<file path="src/rtl/hilo_muldiv_ctrl.sv">
`default_nettype none
// ============================================================================
// Module   : hilo_muldiv_ctrl
// Purpose  : Multi-cycle sequencer for the combinational mul/div units, owning
//            the architectural HI/LO registers and the MTHI/MTLO write path.
// Revision : 1.0 - initial release
// ============================================================================
module hilo_muldiv_ctrl #(
  parameter int LATENCY = 4
) (
  input  logic        clock,
  input  logic        clear_n,
  input  logic        start,
  input  logic        op,
  input  logic [31:0] a_in,
  input  logic [31:0] b_in,
  output logic [31:0] div_a,
  output logic [31:0] div_b,
  input  logic [31:0] div_q,
  input  logic [31:0] div_r,
  output logic [31:0] mul_a,
  output logic [31:0] mul_b,
  input  logic [63:0] mul_p,
  input  logic        hi_we,
  input  logic        lo_we,
  input  logic [31:0] hi_in,
  input  logic [31:0] lo_in,
  output logic [31:0] hi_out,
  output logic [31:0] lo_out,
  output logic        busy,
  output logic        done,
  output logic        div_zero
);

  localparam logic [0:0] IDLE = 1'b0;
  localparam logic [0:0] RUN  = 1'b1;

  localparam logic [3:0] CNT_INIT = 4'(LATENCY - 1);

  logic [0:0]  state;
  logic [3:0]  count;
  logic [31:0] a_lat;
  logic [31:0] b_lat;
  logic        op_lat;

  assign div_a = a_lat;
  assign div_b = b_lat;
  assign mul_a = a_lat;
  assign mul_b = b_lat;
  assign busy  = (state == RUN);

  always_ff @(posedge clock) begin
    if (!clear_n) begin
      state    <= IDLE;
      count    <= 4'd0;
      a_lat    <= 32'd0;
      b_lat    <= 32'd0;
      op_lat   <= 1'b0;
      hi_out   <= 32'd0;
      lo_out   <= 32'd0;
      done     <= 1'b0;
      div_zero <= 1'b0;
    end else begin
      done <= 1'b0;
      if (state == IDLE) begin
        // MT writes land on the same edge as an accepted start; the later
        // capture overwrites them.
        if (hi_we) hi_out <= hi_in;
        if (lo_we) lo_out <= lo_in;
        if (start) begin
          a_lat    <= a_in;
          b_lat    <= b_in;
          op_lat   <= op;
          count    <= CNT_INIT;
          div_zero <= 1'b0;
          state    <= RUN;
        end
      end else begin
        if (count == 4'd0) begin
          state <= IDLE;
          done  <= 1'b1;
          if (!op_lat) begin
            hi_out <= mul_p[63:32];
            lo_out <= mul_p[31:0];
          end else if (b_lat == 32'd0) begin
            hi_out   <= a_lat;
            lo_out   <= 32'hFFFF_FFFF;
            div_zero <= 1'b1;
          end else begin
            hi_out <= div_r;
            lo_out <= div_q;
          end
        end else begin
          count <= count - 4'd1;
        end
      end
    end
  end

endmodule
`default_nettype wire

</file>
<file path="config.mk">
export PLATFORM = sky130hd
export DESIGN_NAME = hilo_muldiv_ctrl
export DESIGN_NICKNAME = d
export VERILOG_FILES = /design/src/rtl/hilo_muldiv_ctrl.sv
export SDC_FILE = /design/constraint.sdc
export NUM_CORES = 1
export LEC_CHECK = 0
export CORE_AREA = 2 2 180 182
export DETAILED_ROUTE_END_ITERATION = 12
export DIE_AREA = 0 0 182 184
export PLACE_DENSITY = 0.51
export SYNTH_ARGS = -nofsm -noshare
export SYNTH_HDL_FRONTEND = slang
export SYNTH_SLANG_ARGS = --single-unit
</file>
<file path="constraint.sdc">
create_clock -name clock -period 3.7 [get_ports clock]
set_input_delay 1.11 -clock clock [delete_from_list [all_inputs] [get_ports clock]]
set_output_delay 1.11 -clock clock [all_outputs]
set_load 0.02 [all_outputs]
</file>
# After elaboration in Yosys (flattened, before gate mapping)
# Cells that the tools add are included.
# W data, S select, Z words.
# totals
elab_cells	48
regBits	136
# op_classes
addsub	1
bitwise	1
eq_ne	4
muxes	22
reduce_logical	11
# ops
op	count
$mux W32	10
$logic_not A32 Y1	1
$mux W4	3
$reduce_and A2 Y1	5
$mux W1	9
$ne A2 B1 Y1 const B	3
$reduce_bool A2 Y1	3
$logic_not A4 Y1	1
$reduce_and A4 Y1	1
$sub A4 B1 Y4 const B	1
$ne A2 B2 Y1 const B	1
$not A1 Y1	1

# Logic depth before layout (Yosys ltp)
# logic_depth
ltp_word	5
ltp_mapped	9
depth_no_buf	7

# Worst setup path before layout
# Ideal clock, no wire load.
# synth_path
path_type	input to register
from	in clear_n
to	reg hi_out[24]
stages	5
arrival_time_ns	2.010
n_path_buf	3
setup_slack_ns	1.554
required_ns	3.564
path_cell_list	clkbuf_1 inv_1 clkbuf_1 clkbuf_1 o32ai_1
# synth_rtl
item	line	rtl
from (decl)	12	input logic clear_n,
to (signal assigned)	68	if (hi_we) hi_out <= hi_in;
to (signal assigned)	83	hi_out <= mul_p[63:32];
to (signal assigned)	86	hi_out <= a_lat;
to (decl)	28	output logic [31:0] hi_out,
# No word-level cell between the ends.

# Worst setup path in the final report
# layout_path
from	reg state, in the netlist busy
to	out busy
# layout_rtl
item	line	rtl
from (decl)	40	logic [0:0] state;
from (signal assigned)	54	state <= IDLE;
from (signal assigned)	76	state <= RUN;
from (signal assigned)	80	state <= IDLE;
to (decl)	30	output logic busy,
# No word-level cell between the ends.

==> results.json <==
{
  "std_cell_rows": 65,
  "nFillCells": 3258,
  "worstSetupStartpointType": "flop",
  "hp-class": "reg -> reg",
  "finalWorstSetupSlack_ns": 0.639,
  "grt_pass1_wl_microns": 46300,
  "worstPathArrival_ns": 1.95,
  "grt_max_degree": 103,
  "synth.largest_area_cell": "dfxtp_1",
  "ys_types": 34,
  "syn_avg_cell_area_sq_um": 7.91,
  "start_util": 0.209,
  "irDropWorstVdd_v": 0.000290,
  "ios": 457,
  "holdPathEnd": "div_a[30]",
  "ys_seq_area_frac": 0.415,
  "worstMarginPinSlew_ns": 0.883,
  "min_from": "div_a[30]",
  "drc": 0,
  "clk_pin_slew_ns": 0.06,
  "io_buffers": 456,
  "place_congestion": 0.797,
  "dr_total_vias": 7471,
  "core_area_sq_um": 31400,
  "grt.overflow.total": 0,
  "first_pass_iters": 4,
  "syn_nets": 1093,
  "final_max_slew_viol_count": 0,
  "h-tree-depth": 4,
  "final.period_utilization": 0.827,
  "cts_root_buf": "clkbuf_16",
  "synth_compound_area_frac": 0.277,
  "r2r_start": "div_b[15]",
  "cts_buffers": 17,
  "wl_per_cell_microns": 19.8,
  "cts_hold_buf": 0,
  "area_delta_synth_final_pct": 77.4,
  "slowest_delay_ns": 0.80,
  "p_leak_nw": 4.07,
  "synth_top_family_by_area": "compound AO/OA/AOI/OAI gates",
  "synth_area_leaders": "dfxtp_1 (41%), nand2_1 (9.4%), o21ai_0 (7.6%)",
  "drtAntennaViolNets": 0,
  "cap_violations": 0,
  "place_hpwl_microns": 23100,
  "totalWireLength_microns": 31800,
  "critPathMaxFanout": 37,
  "cpLargestDelayFamily": "flip-flops",
  "rsz0062_at_grt": "no",
  "clk_path_buf_depth": 2,
  "hold_viol_final": 0,
  "syn_inst": 830,
  "antenna_found_initial": 5,
  "synth_mux_area_frac": 0.0488,
  "die_h_microns": 184,
  "first_iter_violations": 382,
  "status": "complete, no violations",
  "drt-vias-per-instance": 4.65,
  "p_per_area_nw_per_um2": 423,
  "r2r_end": "lo_out[12]",
  "track_usage": 0.182,
  "synth_seq_cells": 136,
  "reg2reg_depth": 6,
  "netlist_area_sq_um": 6560,
  "synth_warnings": 0,
  "synth_top_area_share": 0.415,
  "yosys.area_share.adder": 0.00191,
  "path_class": "reg -> out",
  "slew_headroom": 0.410,
  "finalCriticalPeriod_ns": 3.06,
  "crit_slowest_cell": "dfxtp_2",
  "fin_worst_skew_ns": 0.0123,
  "insertion_delay_ns": 0.42,
  "die_w_microns": 182,
  "synth_xor_area_frac": 0,
  "pre_cts_slack_ns": 0.843,
  "setup_viol": 0,
  "rrSetupSlack_ns": 1.11,
  "critPathBufInv": 1,
  "post_cts_buffers": 0,
  "worstPathCellList": "clkdlybuf4s50_1",
  "grt_pass1_vias": 7374,
  "cts_sinks": 136,
  "fmax_ghz": 0.327,
  "setup_tns_ns": 0,
  "yosys.area_share.simple": 0.134,
  "crit_path_end_kind": "output pin",
  "die_area_sq_um": 33500,
  "final_nets": 1451,
  "critPathRequiredTime_ns": 2.59,
  "hold_depth": 2,
  "cts-resized-gates": 0,
  "cts_tree": "done",
  "drive_gt1_frac": 0.0483
}
[sequential cells by signal, indices dropped and copies added (netlist names)]
register / flops
lo_out: 32
div_a: 32
count: 4
hi_out: 32
div_b: 32
busy: 1
done: 1
op_lat: 1
div_zero: 1
[cells by family after synthesis]
logic type                 Yosys count
AOI/OAI and AO/OA                  302
adders and majority gates            1
buffers and inverters              141
DFF                                136
muxes                               32
and+or+nand+nor                    218
[worst register-to-register path, cell delays in order (launching register included)]
cell      delay [ns]
dfxtp_1         0.33
nor4_1          0.33
nand4_1         0.30
o21ai_2         0.78
buf_4           0.35
o221ai_1        0.19
a31oi_1         0.23
[layer usage]
layer  share of wire  up-vias  global-route usage
met5          0.0014        -                   0
met4           0.013        6              0.0426
met3           0.089       30              0.0638
met2            0.49      330               0.320
met1            0.40     3469               0.212
li1                -     3636                   -
[cell usage in the layout, fill, tap and decap left out, types with 4 or more instances in the layout]
cell type        count
clkinv_4             6
dfxtp_1            134
a31oi_1             34
o22ai_1              5
o32ai_1             27
mux2i_1             32
o21ai_0             99
nor2_1              32
a221o_1              5
clkdlybuf4s50_1    456
buf_4               14
a21oi_1             94
o221ai_1            32
nand2_1            163
clkbuf_16           17
nor4_1               8
inv_1                4
[cells in the mapped netlist]
cell and count:
nor3_1 3, nand2b_1 1, ha_1 1, buf_1 4, buf_4 65, o32ai_1 27, dfxtp_1 136, o21ai_0 99
o22ai_1 5, clkbuf_1 54, nor2b_1 1, buf_2 8, a32oi_1 1, nor4_1 8, a211oi_1 1, mux2i_1 32
and2_1 1, inv_2 1, and4_1 1, nand2_1 164, buf_6 3, o21ai_1 1, o221ai_1 32, a221o_1 5
nor2_1 32, nand3_1 2, inv_1 6, a21o_1 2, o31ai_1 1, and4bb_2 1, nor2_4 1, nand4_1 3
a21oi_1 94, a31oi_1 34
[final cells by class]
type / instances / area (sq um) / share of cell area
timing repair buffer: 473 / 4730 / 0.406
tap: 402 / 503 / 0.0432
clock inverter: 13 / 173 / 0.0148
sequential: 136 / 2730 / 0.234
inverter: 7 / 27.5 / 0.00236
antenna: 2 / 5.00 / 0.000430
clock buffer: 19 / 433 / 0.0372
multi-input combinational: 553 / 3050 / 0.262
[through the flow]
| step | cell area [sq um] | util | total power, mW | cells | hold slack [ns] |
|---|---|---|---|---|---|
| floorplan | 6560 | - | 2.39 | 830 | 0.457 |
| CTS | 11600 | 0.371 | 5.01 | 1603 | 0.491 |
| finish | 11600 | 0.371 | 4.92 | 1605 | 0.487 |
| detailed placement | 11000 | 0.351 | 3.15 | 1571 | 0.479 |
| global route | 11600 | 0.371 | 5.17 | 1604 | 0.509 |
| global placement | 11000 | 0.351 | 3.15 | 1571 | 0.471 |
[how the worst max path moves through the flow]
stage            endpoint  slack, ns  cells after the start  startpoint
5_1_grt              busy       0.52                      1        busy
4_1_cts              busy       0.61                      1        busy
3_3_place_gp   hi_out[26]       0.91                      5       hi_we
3_5_place_dp   hi_out[14]       0.84                      5       hi_we
6_report             busy       0.64                      1        busy
2_1_floorplan  hi_out[24]       1.55                      5     clear_n
[report_power, final]
group	internal [mW]	switching, mW	total [mW]
sequential	1.61	0.116	1.72
clock	1.07	0.743	1.82
combinational	0.702	0.684	1.39
total	3.38	1.54	4.92
No activity file was read; power rests on OpenSTA's default activity.
